**src/rtl/decode_pkg.sv**
```systemverilog
// Shared opcode, class and state definitions for the instruction-decode stage.
// The bundle struct describes the default 32-bit configuration layout.
package decode_pkg;

    typedef enum logic [1:0] {
        CLS_R   = 2'd0,
        CLS_I   = 2'd1,
        CLS_JI  = 2'd2,
        CLS_JII = 2'd3
    } instr_class_e;

    typedef enum logic [1:0] {
        ST_EMPTY = 2'd0,
        ST_ONE   = 2'd1,
        ST_TWO   = 2'd2
    } skid_state_e;

    localparam logic [4:0] OP_ALU  = 5'b00000;
    localparam logic [4:0] OP_ADDI = 5'b00101;
    localparam logic [4:0] OP_SW   = 5'b00111;
    localparam logic [4:0] OP_LW   = 5'b01000;
    localparam logic [4:0] OP_BNE  = 5'b00010;
    localparam logic [4:0] OP_BLT  = 5'b00110;
    localparam logic [4:0] OP_J    = 5'b00001;
    localparam logic [4:0] OP_JAL  = 5'b00011;
    localparam logic [4:0] OP_BEX  = 5'b10110;
    localparam logic [4:0] OP_SETX = 5'b10101;
    localparam logic [4:0] OP_JR   = 5'b00100;

    localparam logic [4:0] REG_RA     = 5'd31;
    localparam logic [4:0] REG_STATUS = 5'd30;

    typedef struct packed {
        logic [4:0]   opcode;
        logic [4:0]   rd;
        logic [4:0]   rs;
        logic [4:0]   rt;
        logic [4:0]   shamt;
        logic [4:0]   alu_op;
        logic [31:0]  imm;
        logic [31:0]  target;
        instr_class_e cls;
        logic         wen;
        logic [4:0]   dest;
    } decode_bundle_t;

endpackage

```
**src/rtl/decode_fields.sv**
```systemverilog
// Combinational instruction splitter: field extraction, immediate/target
// extension, instruction classification and destination-register resolution.
module decode_fields
    import decode_pkg::*;
#(
    parameter int DATA_W  = 32,
    parameter int OPC_W   = 5,
    parameter int REG_W   = 5,
    parameter int SHAMT_W = 5,
    parameter int ALUOP_W = 5
) (
    input  logic [DATA_W-1:0]  instr,
    output logic [OPC_W-1:0]   opcode,
    output logic [REG_W-1:0]   rd,
    output logic [REG_W-1:0]   rs,
    output logic [REG_W-1:0]   rt,
    output logic [SHAMT_W-1:0] shamt,
    output logic [ALUOP_W-1:0] alu_op,
    output logic [DATA_W-1:0]  imm,
    output logic [DATA_W-1:0]  target,
    output logic [1:0]         cls,
    output logic               wen,
    output logic [REG_W-1:0]   dest
);

    localparam int IMM_W   = DATA_W - OPC_W - 2*REG_W;
    localparam int TGT_W   = DATA_W - OPC_W;
    localparam int RD_LSB  = DATA_W - OPC_W - REG_W;
    localparam int RS_LSB  = RD_LSB - REG_W;
    localparam int RT_LSB  = RS_LSB - REG_W;
    localparam int SH_LSB  = RT_LSB - SHAMT_W;
    localparam int ALU_LSB = SH_LSB - ALUOP_W;

    assign opcode = instr[DATA_W-1 -: OPC_W];
    assign rd     = instr[RD_LSB +: REG_W];
    assign rs     = instr[RS_LSB +: REG_W];
    assign rt     = instr[RT_LSB +: REG_W];
    assign shamt  = instr[SH_LSB +: SHAMT_W];
    assign alu_op = instr[ALU_LSB +: ALUOP_W];
    assign imm    = {{(DATA_W-IMM_W){instr[IMM_W-1]}}, instr[IMM_W-1:0]};
    assign target = {{(DATA_W-TGT_W){1'b0}}, instr[TGT_W-1:0]};

    // Unknown opcodes fall through as class R with no register write (nop).
    always_comb begin
        cls  = CLS_R;
        wen  = 1'b0;
        dest = '0;
        case (opcode)
            OPC_W'(OP_ALU):  begin cls = CLS_R;   wen = 1'b1; dest = rd; end
            OPC_W'(OP_ADDI): begin cls = CLS_I;   wen = 1'b1; dest = rd; end
            OPC_W'(OP_LW):   begin cls = CLS_I;   wen = 1'b1; dest = rd; end
            OPC_W'(OP_SW):   cls = CLS_I;
            OPC_W'(OP_BNE):  cls = CLS_I;
            OPC_W'(OP_BLT):  cls = CLS_I;
            OPC_W'(OP_J):    cls = CLS_JI;
            OPC_W'(OP_BEX):  cls = CLS_JI;
            OPC_W'(OP_JAL):  begin cls = CLS_JI;  wen = 1'b1; dest = REG_W'(REG_RA); end
            OPC_W'(OP_SETX): begin cls = CLS_JI;  wen = 1'b1; dest = REG_W'(REG_STATUS); end
            OPC_W'(OP_JR):   cls = CLS_JII;
            default:         ;
        endcase
    end

endmodule

```
**src/rtl/decode_stage.sv**
```systemverilog
// Registered decode stage: decoded bundles pass through a two-entry skid buffer
// (output register plus skid register) with valid/ready on both sides and flush.
module decode_stage
    import decode_pkg::*;
#(
    parameter int DATA_W  = 32,
    parameter int OPC_W   = 5,
    parameter int REG_W   = 5,
    parameter int SHAMT_W = 5,
    parameter int ALUOP_W = 5
) (
    input  logic               clock,
    input  logic               reset,
    input  logic               flush,
    input  logic               in_valid,
    output logic               in_ready,
    input  logic [DATA_W-1:0]  in_instr,
    output logic               out_valid,
    input  logic               out_ready,
    output logic [OPC_W-1:0]   out_opcode,
    output logic [REG_W-1:0]   out_rd,
    output logic [REG_W-1:0]   out_rs,
    output logic [REG_W-1:0]   out_rt,
    output logic [SHAMT_W-1:0] out_shamt,
    output logic [ALUOP_W-1:0] out_alu_op,
    output logic [DATA_W-1:0]  out_imm,
    output logic [DATA_W-1:0]  out_target,
    output logic [1:0]         out_class,
    output logic               out_wen,
    output logic [REG_W-1:0]   out_dest
);

    typedef struct packed {
        logic [OPC_W-1:0]   opcode;
        logic [REG_W-1:0]   rd;
        logic [REG_W-1:0]   rs;
        logic [REG_W-1:0]   rt;
        logic [SHAMT_W-1:0] shamt;
        logic [ALUOP_W-1:0] alu_op;
        logic [DATA_W-1:0]  imm;
        logic [DATA_W-1:0]  target;
        logic [1:0]         cls;
        logic               wen;
        logic [REG_W-1:0]   dest;
    } bundle_t;

    bundle_t     dec_bundle;
    bundle_t     out_bundle_q, out_bundle_d;
    bundle_t     skid_bundle_q, skid_bundle_d;
    logic        out_valid_q, out_valid_d;
    logic        skid_valid_q, skid_valid_d;
    logic        in_ready_q, in_ready_d;
    logic        accept, drain;
    skid_state_e state;

    decode_fields #(
        .DATA_W  (DATA_W),
        .OPC_W   (OPC_W),
        .REG_W   (REG_W),
        .SHAMT_W (SHAMT_W),
        .ALUOP_W (ALUOP_W)
    ) u_fields (
        .instr  (in_instr),
        .opcode (dec_bundle.opcode),
        .rd     (dec_bundle.rd),
        .rs     (dec_bundle.rs),
        .rt     (dec_bundle.rt),
        .shamt  (dec_bundle.shamt),
        .alu_op (dec_bundle.alu_op),
        .imm    (dec_bundle.imm),
        .target (dec_bundle.target),
        .cls    (dec_bundle.cls),
        .wen    (dec_bundle.wen),
        .dest   (dec_bundle.dest)
    );

    assign accept = in_valid & in_ready_q;
    assign drain  = out_valid_q & out_ready;
    assign state  = !out_valid_q ? ST_EMPTY : (skid_valid_q ? ST_TWO : ST_ONE);

    always_comb begin
        out_valid_d   = out_valid_q;
        skid_valid_d  = skid_valid_q;
        out_bundle_d  = out_bundle_q;
        skid_bundle_d = skid_bundle_q;
        if (flush) begin
            out_valid_d  = 1'b0;
            skid_valid_d = 1'b0;
        end else begin
            case (state)
                ST_EMPTY: begin
                    if (accept) begin
                        out_valid_d  = 1'b1;
                        out_bundle_d = dec_bundle;
                    end
                end
                ST_ONE: begin
                    if (accept && !drain) begin
                        skid_valid_d  = 1'b1;
                        skid_bundle_d = dec_bundle;
                    end else if (accept && drain) begin
                        out_bundle_d = dec_bundle;
                    end else if (drain) begin
                        out_valid_d = 1'b0;
                    end
                end
                ST_TWO: begin
                    // in_ready is low here, so only a drain can move data.
                    if (drain) begin
                        out_bundle_d = skid_bundle_q;
                        skid_valid_d = 1'b0;
                    end
                end
                default: ;
            endcase
        end
        in_ready_d = !skid_valid_d;
    end

    always_ff @(posedge clock) begin
        if (reset) begin
            out_valid_q   <= 1'b0;
            skid_valid_q  <= 1'b0;
            in_ready_q    <= 1'b1;
            out_bundle_q  <= '0;
            skid_bundle_q <= '0;
        end else begin
            out_valid_q   <= out_valid_d;
            skid_valid_q  <= skid_valid_d;
            in_ready_q    <= in_ready_d;
            out_bundle_q  <= out_bundle_d;
            skid_bundle_q <= skid_bundle_d;
        end
    end

    assign in_ready   = in_ready_q;
    assign out_valid  = out_valid_q;
    assign out_opcode = out_bundle_q.opcode;
    assign out_rd     = out_bundle_q.rd;
    assign out_rs     = out_bundle_q.rs;
    assign out_rt     = out_bundle_q.rt;
    assign out_shamt  = out_bundle_q.shamt;
    assign out_alu_op = out_bundle_q.alu_op;
    assign out_imm    = out_bundle_q.imm;
    assign out_target = out_bundle_q.target;
    assign out_class  = out_bundle_q.cls;
    assign out_wen    = out_bundle_q.wen;
    assign out_dest   = out_bundle_q.dest;

endmodule

```
**config.mk**
```make
export PLATFORM = sky130hd
export DESIGN_NAME = decode_stage
export DESIGN_NICKNAME = d
export VERILOG_FILES = /design/src/rtl/decode_pkg.sv /design/src/rtl/decode_fields.sv /design/src/rtl/decode_stage.sv
export SDC_FILE = /design/constraint.sdc
export NUM_CORES = 1
export LEC_CHECK = 0
export ABC_AREA = 1
export CAP_MARGIN = 20
export CORE_UTILIZATION = 32
export DETAILED_ROUTE_END_ITERATION = 16
export GPL_ROUTABILITY_DRIVEN = 1
export PLACE_DENSITY = 0.68
export SKIP_CTS_REPAIR_TIMING = 1
export SLEW_MARGIN = 30
export SYNTH_ARGS = -nofsm -noshare
export SYNTH_HDL_FRONTEND = slang
export SYNTH_SLANG_ARGS = --single-unit
```
**constraint.sdc**
```tcl
create_clock -name clock -period 1.6 [get_ports clock]
set_input_delay 0.32 -clock clock [delete_from_list [all_inputs] [get_ports clock]]
set_output_delay 0.32 -clock clock [all_outputs]
set_load 0.005 [all_outputs]
```
==> flow_summary_export.csv, run 1 <==
group,metric,value,unit
cts,clockBufferDepth,2,
layout,filler_cell_count,1225,
cts,cts_buffers,9,
critical_path,slowest_stage,"clkdlybuf4s50_1",
worst_hold_path,hp-start,"skid_bundle_q[79]",
worst_hold_path,hold_depth,2,
layout,diodes,0,
global_routing,grt_pass1_vias,3401,
timing,hold_slack,0.447,ns
layout,finalInstanceArea,5720,um2
floorplan,num_io_pins,141,
critical_path,r2r_start,"out_valid",
timing,drv_slew,0,
run,max-cap-violations,0,
route,drc,0,
place,place_congestion,0.861,
worst_hold_path,holdPathEnd,"skid_bundle_q[79]",
timing,rsz0062_at_grt,"false",
route,drt_iter0_drc,227,
global_routing,grt_antenna_before_repair,0,
critical_path,crit_fanout,2,
layout,drive_above_1_share,0.133,
synthesis,synthCells,549,
global_routing,grt_start_max_net_pins,43,
critical_path,timing.rr.end,"out_wen",
critical_path,crit_chain,"clkdlybuf4s50_1",
place,hpwlAfterDp,7320,um
critical_path,ff2ff_setup_slack,0.23,ns
critical_path,cp-start-kind,"flip-flop",
critical_path,cpLargestDelayFamily,"buffers and inverters",
place,port_buffers,135,
cts,htree_levels,3,
critical_path,slowest_delay,0.53,ns
route,post_drt_wl_per_cell,12.6,um
route,antenna_left,0,
floorplan,fp-row-count,41,
power_and_ir_drop,peakVddDrop,0.541,mV
route,dr.pass1.iters,7,
critical_path,endpoint_kind,"output port",
critical_path,reg2reg_depth,7,
global_routing,grt_usage,0.156,
floorplan,die_x,115,um
critical_path,worstPathArrival,1.23,ns
timing,hold_viol,0,
place,placed_area,5310,um2
cts,clock_sinks,83,
layout,final_util,0.455,
power_and_ir_drop,power.total,5.32,mW
timing,setup_viol,0,
critical_path,required,1.28,ns
route,viasPerCell,4.58,
route,wl,10200,um
timing,finClkSkew,0.00627,ns
cts,cts_tree,"done",
floorplan,initial_utilization,0.327,
synthesis,syn_avg_cell_area,7.49,um2
synthesis,ys_seq_area_frac,0.404,
critical_path,crit_type,"reg -> out",
power_and_ir_drop,leakage,2.68,nW
timing,period_minus_slack,1.55,ns
layout,final_nets,671,
outcome,outcome,"finished clean",
synthesis,syn_area,4110,um2
critical_path,worst-path-buf-inv,1,
floorplan,fp.dieArea,13300,um2
floorplan,coreArea,12600,um2
synthesis,yosysUniqueCellTypes,27,
critical_path,worstSetupStartpoint,"out_dest[1]",
cts,clk_pin_slew_worst_paths,0.06,ns
timing,setup_tns,0,ns
route,num_vias,3717,
synthesis,synth-seq-cells,83,
cts,clkLatencyLatePin,0.33,ns
timing,finalCritPeriodShare,0.972,
worst_hold_path,hold_path.class,"reg -> reg",
global_routing,grt_overflow,0,
layout,area_growth,39.0,%
synthesis,ys_warn_count,0,
global_routing,grt_pass1_wl,16300,um
timing,max_freq,643,MHz
cts,cts-root-buf,"clkbuf_16",
floorplan,die_y,115,um
power_and_ir_drop,powerDensity,930,nW/um2
## final cells by class
| type | instances | area, um2 | area share |
|---|---|---|---|
| Timing Repair Buffer | 166 | 1700 | 0.298 |
| Inverter | 32 | 123 | 0.0214 |
| Sequential cell | 83 | 1680 | 0.294 |
| Multi-Input combinational cell | 342 | 1670 | 0.293 |
| Clock buffer | 12 | 246 | 0.0431 |
| Clock inverter | 4 | 73.8 | 0.0129 |
| Tap cell | 172 | 215 | 0.0376 |
## cells in the mapped netlist
master / instances / area [um2]
nand3b_1: 3 / 22.5
nand3_1: 33 / 165
nor2_1: 75 / 282
o21ai_1: 3 / 15.0
buf_6: 7 / 78.8
inv_4: 1 / 6.26
conb_1: 1 / 3.75
buf_2: 11 / 55.1
o21ai_0: 70 / 350
inv_1: 29 / 109
clkbuf_1: 13 / 48.8
o21bai_1: 1 / 7.51
dfxtp_1: 83 / 1660
nor2_2: 13 / 81.3
o211a_1: 19 / 190
a311oi_1: 1 / 8.76
or2_4: 1 / 8.76
a21oi_1: 30 / 150
nand3_4: 1 / 17.5
nand4_2: 1 / 12.5
nand4_1: 1 / 6.26
nand2_2: 3 / 18.8
nand2_4: 1 / 11.3
inv_2: 2 / 7.51
nor3_1: 2 / 10.0
nand2_1: 79 / 297
buf_4: 65 / 488
## sequential cells by signal, indices dropped and copies added, names as in the netlist
signal and cells:
in_ready 1, out_alu_op 4, out_class 2, out_dest 5, out_imm 5, out_opcode 5
out_rd 4, out_rs 4, out_rt 4, out_shamt 4, out_target 2, out_valid 1
out_wen 1, skid_bundle_q 40, skid_valid_q 1
## metal layers
metal	share of wire	track usage
met1	0.43	0.186
met2	0.50	0.269
met3	0.063	0.0369
met4	0.0097	0.0632
met5	0	0
## per-stage QoR
step	setup WS (ns)	std cells
4_1_cts	-0.113	808
3_5_place_dp	-0.216	792
2_1_floorplan	0.309	553
6_report	0.0452	811
3_3_place_gp	-0.191	792
5_1_grt	0.000919	811
## kinds of logic after synthesis
family,synth area share
AO/OA/AOI/OAI,0.176
buffers and inverters,0.193
flip-flops,0.404
other,0.000912
AND/OR/NAND/NOR,0.227
## power by group
part / total [mW] / switching [mW] / internal, mW
clock: 2.21 / 0.802 / 1.41
sequential: 2.24 / 0.0736 / 2.17
combinational: 0.862 / 0.344 / 0.518
## how the worst max path moves through the flow
stage | cells after the start | to
final | 1 | out_dest[1]
after global routing | 1 | out_target[21]
after global placement | 8 | out_opcode[4]
after detailed placement | 9 | out_wen
after CTS | 2 | out_imm[31]
after floorplan | 8 | out_imm[11]
## placed cells by master (no fill, tap or decap), types with 13 or more instances in the layout
cell and instances:
a21oi_1 30, buf_4 25, clkdlybuf4s50_1 117, dfxtp_1 67
dfxtp_2 16, dlymetal6s2s_1 18, inv_1 28, nand2_1 79
nand3_1 33, nor2_1 75, nor2_2 13, o211a_1 19
o21ai_0 70
Note: power is estimated with default switching activity, not from simulation.
==> run 2: changes to the inputs <==
--- a/config.mk
+++ b/config.mk
@@ -7,12 +7,14 @@
 export LEC_CHECK = 0
 export ABC_AREA = 1
 export CAP_MARGIN = 20
+export CORE_MARGIN = 2
 export CORE_UTILIZATION = 32
 export DETAILED_ROUTE_END_ITERATION = 16
 export GPL_ROUTABILITY_DRIVEN = 1
-export PLACE_DENSITY = 0.68
+export PLACE_DENSITY = 0.59
 export SKIP_CTS_REPAIR_TIMING = 1
 export SLEW_MARGIN = 30
 export SYNTH_ARGS = -nofsm -noshare
 export SYNTH_HDL_FRONTEND = slang
+export SYNTH_HIERARCHICAL = 1
 export SYNTH_SLANG_ARGS = --single-unit
==> flow_summary_export.csv, run 2 <==
group,metric,value,unit
route,antenna_left,0,
route,drt_iter0_drc,537,
place,dp.cells,2255,
floorplan,initial_utilization,0.324,
cts,clock_sinks,207,
layout,largest_reg_flops,102,
synthesis,yosysMostFrequentCell,"nand2_1",
run,max-cap-violations,0,
route,dr.pass1.iters,5,
route,post_drt_wl_per_cell,13.1,um
layout,final_util,0.402,
layout,final_cells,2302,
timing,hold_slack,0.458,ns
global_routing,grt_start_max_net_pins,77,
layout,largest_register,"skid_bundle_q",
timing,max_freq,687,MHz
route,wl,30200,um
floorplan,coreArea,34400,um2
synthesis,yosys.area.top_type_share,0.372,
layout,multiInputGateArea,4680,um2
cts,cts-root-buf,"clkbuf_16",
place,hpwlAfterDp,19900,um
timing,drv_slew,0,
synthesis,yosys.area.top_type,"dfxtp_1",
floorplan,fp.dieArea,36300,um2
route,num_vias,9806,
synthesis,yosysUniqueCellTypes,21,
power_and_ir_drop,leakage,8.32,nW
global_routing,grt_pass1_vias,9124,
layout,regArea,4180,um2
floorplan,fp-row-count,68,
cts,cts_tree,"done",
layout,area_growth,24.2,%
timing,finalCritPeriodShare,0.909,
timing,setup_tns,0,ns
layout,drive_above_1_share,0.0753,
layout,filler_cell_count,3626,
timing,period_minus_slack,1.45,ns
cts,clk_pin_slew_worst_paths,0.06,ns
power_and_ir_drop,peakVddDrop,0.659,mV
outcome,outcome,"finished clean",
layout,layout_common_cells,"nand2_1 (530), inv_1 (312), nor2_1 (309)",
synthesis,ys_warn_count,6,
synthesis,ys_seq_area_frac,0.372,
synthesis,ys_top_cells_by_area,"dfxtp_1 (37%), nand2_1 (18%), inv_1 (11%), nor2_1 (10%), nand3b_1 (6.9%)",
synthesis,synthFlopType,"dfxtp_1",
critical_path,endpoint_kind,"output port",
cts,cts_buffers,25,
route,drc,0,
critical_path,cp-start-kind,"flip-flop",
power_and_ir_drop,powerDensity,939,nW/um2
timing,setup_viol,0,
timing,finClkSkew,0.0156,ns
synthesis,syn_avg_cell_area,6.22,um2
worst_hold_path,hold_path.class,"in -> reg",
global_routing,grt_pass1_wl,47900,um
place,port_buffers,140,
cts,clockBufferDepth,3,
route,viasPerCell,4.26,
layout,diodes,0,
floorplan,num_io_pins,141,
synthesis,synth-seq-cells,207,
timing,rsz0062_at_grt,"false",
critical_path,required,1.28,ns
layout,mostFrequentLayoutCell,"nand2_1",
floorplan,die_x,190,um
cts,clkLatencyLatePin,0.53,ns
timing,hold_viol,0,
synthesis,syn_area,11100,um2
critical_path,crit_type,"reg -> out",
critical_path,worstPathArrival,1.13,ns
synthesis,synth_edf_count,0,
global_routing,grt_overflow,0,
floorplan,die_y,190,um
synthesis,synthTopCellsByCount,"nand2_1 (531), inv_1 (312), nor2_1 (310)",
layout,final_nets,1865,
synthesis,synthCells,1789,
place,place_congestion,0.789,
critical_path,crit_fanout,4,
synthesis,async_flop_share,0,
global_routing,grt_usage,0.163,
global_routing,grt_antenna_before_repair,2,
cts,htree_levels,1,
-- run 2: cells by family (layout without fill, tap and decap cells) --
group	after synthesis	in the layout	share of synthesized area
other	1	5	0.000337
AOI/OAI and AO/OA	106	106	0.0477
and+or+nand+nor	966	966	0.367
buffers and inverters	509	563	0.212
DFF	207	207	0.372
-- run 2: path summary, 6_finish.rpt --
path                                        start                end  slack (ns)  depth (start not counted)
worst max-delay path                    out_valid          out_valid        0.15                          2
worst min-delay path                     in_valid       skid_valid_q        0.46                          3
worst max register to register          out_valid     out_target[10]        0.16                          8
worst min register to register  skid_bundle_q[13]  skid_bundle_q[13]        0.51                          4
-- run 2: critical path, stage by stage (launching register included) --
cell and delay [ns]:
dfxtp_2 0.32, buf_6 0.13, dlymetal6s2s_1 0.15
-- run 2: stage by stage --
stage | area (um2) | setup WS [ns] | total power [mW]
2_1_floorplan | 11100 | 0.237 | 6.77
6_report | 13800 | 0.145 | 13.0
3_5_place_dp | 12700 | -0.299 | 7.53
4_1_cts | 13500 | -0.284 | 13.2
3_3_place_gp | 12700 | -0.255 | 7.50
5_1_grt | 13800 | 0.0232 | 13.6
-- run 2: where the power goes --
group	internal, mW	switching [mW]
sequential	5.41	0.119
clock	3.33	2.30
combinational	0.824	0.995
total	9.56	3.41
-- run 2: area by class of cell --
class / instances / share of cell area
tap: 455 / 0.0412
timing repair buffer: 202 / 0.173
sequential: 207 / 0.302
inverter: 315 / 0.0859
clock buffer: 38 / 0.0531
clock inverter: 8 / 0.00525
multi-input combinational: 1077 / 0.339
-- run 2: routing by layer --
metal / track usage / routed length (um) / up-vias
li1: - / - / 5207
met5: 0 / 0 / -
met4: 0.0405 / 594 / 0
met1: 0.215 / 14400 / 4395
met2: 0.276 / 13900 / 166
met3: 0.0282 / 1280 / 38
